**src/rtl/exp5_mostra_sequencia_if.sv**
```systemverilog
// Control/memory bus of the sequence presenter: iniciar/pronto handshake plus memory address/data.
// The slave modport is the presenter; the master modport is the control unit and memory side.
interface exp5_mostra_sequencia_if #(
  parameter int DATA_W = 4,
  parameter int ADDR_W = 4
);
  logic              iniciar;
  logic [ADDR_W-1:0] limite;
  logic              pronto;
  logic              mostrando;
  logic [ADDR_W-1:0] endereco;
  logic [DATA_W-1:0] dado_mem;

  modport master (
    output iniciar, limite, dado_mem,
    input  pronto, mostrando, endereco
  );

  modport slave (
    input  iniciar, limite, dado_mem,
    output pronto, mostrando, endereco
  );
endinterface

```
**src/rtl/exp5_mostra_sequencia.sv**
```systemverilog
// Memory-game presenter: lights stored positions 0..limite on the LEDs, then pulses pronto.
// Optional macro MOSTRA_PULAR_EN adds input pular, which skips straight to the end of the show.
module exp5_mostra_sequencia #(
  parameter int DATA_W     = 4,
  parameter int ADDR_W     = 4,
  parameter int ON_CYCLES  = 500,
  parameter int OFF_CYCLES = 250
) (
  input  logic                    clock,
  input  logic                    reset,
`ifdef MOSTRA_PULAR_EN
  input  logic                    pular,
`endif
  exp5_mostra_sequencia_if.slave  bus,
  output logic [DATA_W-1:0]       leds,
  output logic [3:0]              db_estado
);

  localparam int T_MAX   = (ON_CYCLES > OFF_CYCLES) ? ON_CYCLES : OFF_CYCLES;
  localparam int TIMER_W = $clog2(T_MAX + 1);
  localparam logic [TIMER_W-1:0] ON_LAST  = TIMER_W'(ON_CYCLES - 1);
  localparam logic [TIMER_W-1:0] OFF_LAST = TIMER_W'(OFF_CYCLES - 1);

  typedef enum logic [3:0] {
    INICIAL = 4'd0,
    PREPARA = 4'd1,
    ACENDE  = 4'd2,
    APAGA   = 4'd3,
    PROXIMO = 4'd4,
    FIM     = 4'd5
  } state_t;

  state_t              state;
  logic [TIMER_W-1:0]  timer;
  logic [ADDR_W-1:0]   endereco;
  logic [ADDR_W-1:0]   limite_reg;
  logic                skip;

`ifdef MOSTRA_PULAR_EN
  assign skip = pular;
`else
  assign skip = 1'b0;
`endif

  // NOTE: sequential state uses non-blocking assignments so every register updates from pre-edge values.
  always_ff @(posedge clock) begin
    if (reset) begin
      state      <= INICIAL;
      endereco   <= '0;
      timer      <= '0;
      limite_reg <= '0;
    end else if (skip && (state inside {ACENDE, APAGA, PROXIMO})) begin
      // Abort keeps endereco on the position being shown when the skip arrived.
      state <= FIM;
      timer <= '0;
    end else begin
      case (state)
        INICIAL: if (bus.iniciar) state <= PREPARA;
        PREPARA: begin
          endereco   <= '0;
          timer      <= '0;
          limite_reg <= bus.limite;
          state      <= ACENDE;
        end
        ACENDE: begin
          if (timer == ON_LAST) begin
            timer <= '0;
            state <= APAGA;
          end else begin
            timer <= timer + TIMER_W'(1);
          end
        end
        APAGA: begin
          if (timer == OFF_LAST) begin
            timer <= '0;
            state <= (endereco == limite_reg) ? FIM : PROXIMO;
          end else begin
            timer <= timer + TIMER_W'(1);
          end
        end
        PROXIMO: begin
          endereco <= endereco + ADDR_W'(1);
          state    <= ACENDE;
        end
        FIM:     state <= INICIAL;
        default: state <= INICIAL;
      endcase
    end
  end

  assign bus.endereco  = endereco;
  assign bus.pronto    = (state == FIM);
  assign bus.mostrando = (state inside {PREPARA, ACENDE, APAGA, PROXIMO});
  assign leds          = (state == ACENDE) ? bus.dado_mem : '0;
  assign db_estado     = state;

endmodule

```
**src/flat_wrapper.sv**
```systemverilog
// flat-port wrapper written by rule: the top's interface ports become plain ports
module exp5_mostra_sequencia_flat 
#(
  parameter int DATA_W     = 4,
  parameter int ADDR_W     = 4,
  parameter int ON_CYCLES  = 500,
  parameter int OFF_CYCLES = 250
)
  (clock, reset, leds, db_estado, bus_iniciar, bus_limite, bus_dado_mem, bus_pronto, bus_mostrando, bus_endereco);
  exp5_mostra_sequencia_if #(.DATA_W(DATA_W), .ADDR_W(ADDR_W)) bus_i ();
  input  logic clock;
  input  logic reset;
  output logic [DATA_W-1:0] leds;
  output logic [3:0] db_estado;
  input wire logic [$bits(bus_i.iniciar)-1:0] bus_iniciar;
  input wire logic [$bits(bus_i.limite)-1:0] bus_limite;
  input wire logic [$bits(bus_i.dado_mem)-1:0] bus_dado_mem;
  output wire logic [$bits(bus_i.pronto)-1:0] bus_pronto;
  output wire logic [$bits(bus_i.mostrando)-1:0] bus_mostrando;
  output wire logic [$bits(bus_i.endereco)-1:0] bus_endereco;
  assign bus_i.iniciar = bus_iniciar;
  assign bus_i.limite = bus_limite;
  assign bus_i.dado_mem = bus_dado_mem;
  assign bus_pronto = bus_i.pronto;
  assign bus_mostrando = bus_i.mostrando;
  assign bus_endereco = bus_i.endereco;
  exp5_mostra_sequencia #(.DATA_W(DATA_W), .ADDR_W(ADDR_W), .ON_CYCLES(ON_CYCLES), .OFF_CYCLES(OFF_CYCLES)) u_core (.clock(clock), .reset(reset), .bus(bus_i), .leds(leds), .db_estado(db_estado));
endmodule
```
**config.mk**
```make
export PLATFORM = sky130hd
export DESIGN_NAME = exp5_mostra_sequencia_flat
export DESIGN_NICKNAME = d
export VERILOG_FILES = /design/src/rtl/exp5_mostra_sequencia_if.sv /design/src/rtl/exp5_mostra_sequencia.sv /design/src/flat_wrapper.sv
export SDC_FILE = /design/constraint.sdc
export NUM_CORES = 1
export LEC_CHECK = 0
export BUFFER_PORTS_ARGS = -buffer_cell sky130_fd_sc_hd__buf_2
export CAP_MARGIN = 5
export CORE_AREA = 2 2 48 50
export CTS_CLUSTER_DIAMETER = 150
export DETAILED_ROUTE_END_ITERATION = 10
export DIE_AREA = 0 0 50 52
export PLACE_DENSITY = 0.81
export SYNTH_ARGS = -nofsm -noshare
export SYNTH_HDL_FRONTEND = slang
export SYNTH_SLANG_ARGS = --single-unit
```
**constraint.sdc**
```tcl
create_clock -name clock -period 3.11 [get_ports clock]
set_input_delay 0.1555 -clock clock [delete_from_list [all_inputs] [get_ports clock]]
set_output_delay 0.1555 -clock clock [all_outputs]
set_load 0.005 [all_outputs]
```
# --- Word level (Yosys, flattened, before mapping) ---
# Index checks and enable logic that the tools add are counted.
totals:
  reg_bits: 21
  inputBits: 11
  output_inout_bits: 14
  elab_cells: 33
op_classes:
  add_sub_neg: 2
  n_eq_ne: 11
  n_mux: 10
  reduce_logical: 6
ops:
  columns: ["cell", "n"]
  rows:
  - ["$pmux 9 s3", 1]
  - ["$mux 9", 2]
  - ["$mux 4", 4]
  - ["$pmux 4 s4", 1]
  - ["$add 9x1->9 const B", 1]
  - ["$eq 9x8->1 const B", 1]
  - ["$eq 9x9->1 const B", 1]
  - ["$eq 4x2->1 const B", 2]
  - ["$eq 4x3->1 const B", 2]
  - ["$pmux 4 s2", 1]
  - ["$ne 2x2->1 const B", 3]
  - ["$add 4x1->4 const B", 1]
  - ["$eq 4x1->1 const B", 1]
  - ["$eq 4x4->1", 1]
  - ["$logic_not 4->1", 1]
  - ["$reduce_bool 4->1", 1]
  - ["$reduce_and 3->1", 1]
  - ["$reduce_bool 3->1", 1]
  - ["$reduce_bool 2->1", 1]
  - ["$reduce_or 2->1", 1]
  - ["$mux 1", 1]

# --- Longest topological paths before layout ---
logic_depth:
  depth_word: 4
  depth_mapped: 6
  ltp_nobuf: 6

# --- Worst setup path before layout ---
# Ideal clock, no wire load.
synth_timing:
  path_kind: "register to register"
  startpoint: "reg u_core.timer[0]"
  endpoint: "reg u_core.timer[5]"
  setup_time_ns: 0.130
  t_arrival_ns: 1.423
  t_required_ns: 2.980
  slack_ns: 1.557
  path_stages_with_launch: 6
  n_path_buf: 0
  synth_period_minus_slack_ns: 1.553
  cell_sequence: "dfxtp_1 ha_1 nand4bb_1 a2111o_1 nand2_1 o311ai_1"
synth_via:
  elab_chain_len: 3
  elab_cells_between_ends: 6
  cone_classes: "1 x add/sub; 2 x eq/ne; 3 x mux"
synth_lines:
  columns: ["item", "line_no", "rtl"]
  rows:
  - ["from (decl)", "exp5_mostra_sequencia.sv:34", "logic [TIMER_W-1:0] timer;"]
  - ["from (signal assigned)", "exp5_mostra_sequencia.sv:70", "timer <= timer + TIMER_W'(1);"]
  - ["from (signal assigned)", "exp5_mostra_sequencia.sv:78", "timer <= timer + TIMER_W'(1);"]
  - ["$add 9x1->9, or another cell as far along", "exp5_mostra_sequencia.sv:70, exp5_mostra_sequencia.sv:78", null]
  - ["$mux 9, on equally long branches", "exp5_mostra_sequencia.sv:74, exp5_mostra_sequencia.sv:66", null]
  - ["$pmux 9 s3 *", "exp5_mostra_sequencia.sv:57", "case (state)"]
# Every way passes the cells marked *; elsewhere a longest branch is shown, timed or not.
# A chain may end at the register's enable or synchronous reset.

# --- Worst setup path in the final report ---
layout_timing:
  startpoint: "reg u_core.timer[0]"
  endpoint: "reg u_core.timer[6]"
# The elaborated chain is that of the path after synthesis.

==> metrics.txt <==
synthesized instance count=132; latest clock arrival within the worst-skew pair=0.29 ns; TritonCTS Buffers=3; vias in the first global route=840; initial antenna violation count=0; GR Util All Layers=0.1808; Reg2Reg Depth=5; sequential fraction of the synthesis area=0.3524; Slew Viols, Final=0; post-synthesis cell type count=41; Max transition margin=0.5989; fin crit period=around 1.8 ns; CTS Buffer Depth=2; wl on met1=1096 um; LEAKAGE=approximately 0.53 nW; Max Fclk=~560 MHz; Nets=165; CTS tree=yes; Placement Rows=17; Startpoint Class=flip-flop; Layout Skew=0.002686 ns; worst-path fanout max=7; part of the cycle the worst path needs=0.5743; CTS resizes=0; first-pass GRT wire length=3601 um; area of the die=2600 um2; Hold Path End=u_core.limite_reg[3]$_SDFFE_PP0P_; min setup slack post-route=1.324 ns; EDFF count, synth=0; CP required=3.29 ns; Post-CTS Setup Bufs=0; Congestion Overflow GR=0; Initial DRC Count=23; Worst-Margin Slew=0.6008 ns; FF+latch count, synth=20; max reg flops=9; peak supply drop=around 0.32 mV; DRC=0; crit path kind=flip-flop to flip-flop; Initial Utilization=0.5395; layout cell share with drive strength beyond 1=0.2282; CTS root buf=clkbuf_4; RSZ-0062 raised after global routing=no; Worst Hold Class=input pin to flip-flop; flop2flop setup slack=1.32 ns; I/O Buffers=23; Core ar.=roughly 2100 um2; drt pass-1 iters=4; Routability Congestion=0.7887; worst r2r src=u_core.timer[0]$_SDFFE_PP0P_; Total Wirelength=2291 um; die width=50 um; Post-Layout Inst Area=1260 um2; mapped cell area=1136 um2; DR vias/cell=5.514; hold path depth=3; critical path arrival=1.97 ns; final setup fails=0; # diodes=0; H-tree depth=1; pwr dens=579.8 nW/um2; final hold vios=0; Area after DPL=about 1200 um2; Setup TNS=0 ns; reg2reg end=u_core.timer[6]$_SDFFE_PP0P_; DP Wirelength=about 1700 um; Worst Setup End Kind=flip-flop; async set-or-reset flop fraction in the synthesized netlist=0; largest net degree at the start of global routing=19; clock slew at reported path FFs=0.10 ns; met2 routed WL=between 1000 and 1500 um; DIE HEIGHT=52 um; top_reg_cell synth=dfxtp_1; vias=976; I/O pin cnt=25; wire length per cell=12.94 um; synth warn=0; Power Total=0.0007305 W; Area Overhead vs Synth=10.90%; hold path start=bus_limite[3]; status=complete, no violations; Final ANT Viol Nets=0; DR WL met3=roughly 86 um; CTS sink cnt=20; Layout fillers=195; top layer in use=met4; Avg Inst Size Synth=8.607 um2; number of hold buffers added after cts=0; Post-Place Setup Slack=1.353 ns; Mapped Nets=approximately 150; Max Cap Viol=0
critical path: stages (launching register included):
cell	delay, ns
dfxtp_1	0.42
ha_1	0.24
nand4bb_1	0.13
a2111o_1	0.53
nand2_1	0.22
o311ai_1	0.12
cell usage in the layout (no fill, tap or decap), types with 2 or more instances in the layout:
cell and n:
a21oi_1 4, a22oi_1 4, and3_1 7, and3b_1 2, buf_2 23, clkbuf_4 3
dfxtp_1 20, ha_1 3, mux2_2 2, mux2i_1 4, nand2_1 15, nand2b_1 2
nand3_1 4, nand4_1 3, nand4b_1 2, nand4bb_1 2, nor2_1 12, nor3_1 3
o21ai_0 7, o311ai_1 2, or2_2 2, xnor2_1 4, xor2_1 4
cells in the mapped netlist (4+ instances only):
master	instances	area share
and3_1	7	0.039
xnor2_1	4	0.031
o21ai_0	7	0.031
dfxtp_1	20	0.35
a22oi_1	4	0.026
nand2_1	15	0.050
a21oi_1	4	0.018
mux2i_1	4	0.035
nor2_1	12	0.040
xor2_1	4	0.031
nand3_1	4	0.018
how the worst max path moves through the flow:
| stage | startpoint | cells past startpoint | endpoint | slack [ns] |
|---|---|---|---|---|
| after CTS | u_core.timer[0]$_SDFFE_PP0P_ | 5 | u_core.timer[5]$_SDFFE_PP0P_ | 1.32 |
| final | u_core.timer[0]$_SDFFE_PP0P_ | 5 | u_core.timer[6]$_SDFFE_PP0P_ | 1.32 |
| after global placement | u_core.timer[0]$_SDFFE_PP0P_ | 5 | u_core.timer[6]$_SDFFE_PP0P_ | 1.44 |
| after global routing | u_core.db_estado[0]$_SDFFE_PP0P_ | 4 | u_core.timer[7]$_SDFFE_PP0P_ | 1.17 |
| after detailed placement | u_core.db_estado[0]$_SDFFE_PP0P_ | 4 | u_core.timer[6]$_SDFFE_PP0P_ | 1.35 |
| after floorplan | u_core.timer[0]$_SDFFE_PP0P_ | 5 | u_core.timer[5]$_SDFFE_PP0P_ | 1.56 |
power breakdown:
group / internal, W / leakage, nW / total [W] / switching [W]
combinational: 0.000130 / 0.349 / 0.000251 / 0.000121
clock: 0.0000451 / 0.0138 / 0.000119 / 0.0000742
sequential: 0.000288 / 0.162 / 0.000360 / 0.0000722
cells by family (layout without fill, tap and decap cells):
family / count (synthesis) / count (layout) / share of synthesized area
mux: 6 / 6 / 0.05507
compound gates: 26 / 26 / 0.1608
fa+ha+maj: 3 / 3 / 0.03304
xor+xnor: 8 / 8 / 0.06167
other cells: 1 / 1 / 0.003301
flops: 20 / 20 / 0.3524
simple gates: 58 / 58 / 0.2874
buf+inv: 10 / 27 / 0.04625
per-layer routing:
layer / up-vias / global-route usage
met5: - / 0
met3: 6 / 0.04023
li1: 512 / -
met2: 20 / 0.3114
met1: 438 / 0.2129
met4: 0 / 0.08333
final cells by class:
class | instances | area, um2 | share of cell area
flip-flops and latches | 20 | 400.4 | 0.3178
repair buffers | 23 | 115.1 | 0.09136
multi-input cells | 102 | 683.2 | 0.5422
inverters | 1 | 3.754 | 0.002979
clock buffers | 3 | 22.52 | 0.01787
well taps | 28 | 35.03 | 0.02781
metrics by stage:
step | cells | utilization | hold slack [ns]
6_report | 177 | 0.5983 | 0.09438
5_1_grt | 177 | 0.5983 | 0.09282
4_1_cts | 177 | 0.5983 | 0.09175
3_5_place_dp | 174 | 0.5876 | 0.4019
3_3_place_gp | 174 | 0.5876 | 0.3907
2_1_floorplan | 132 | - | 0.3027
Power figures use the tool's default switching activity.
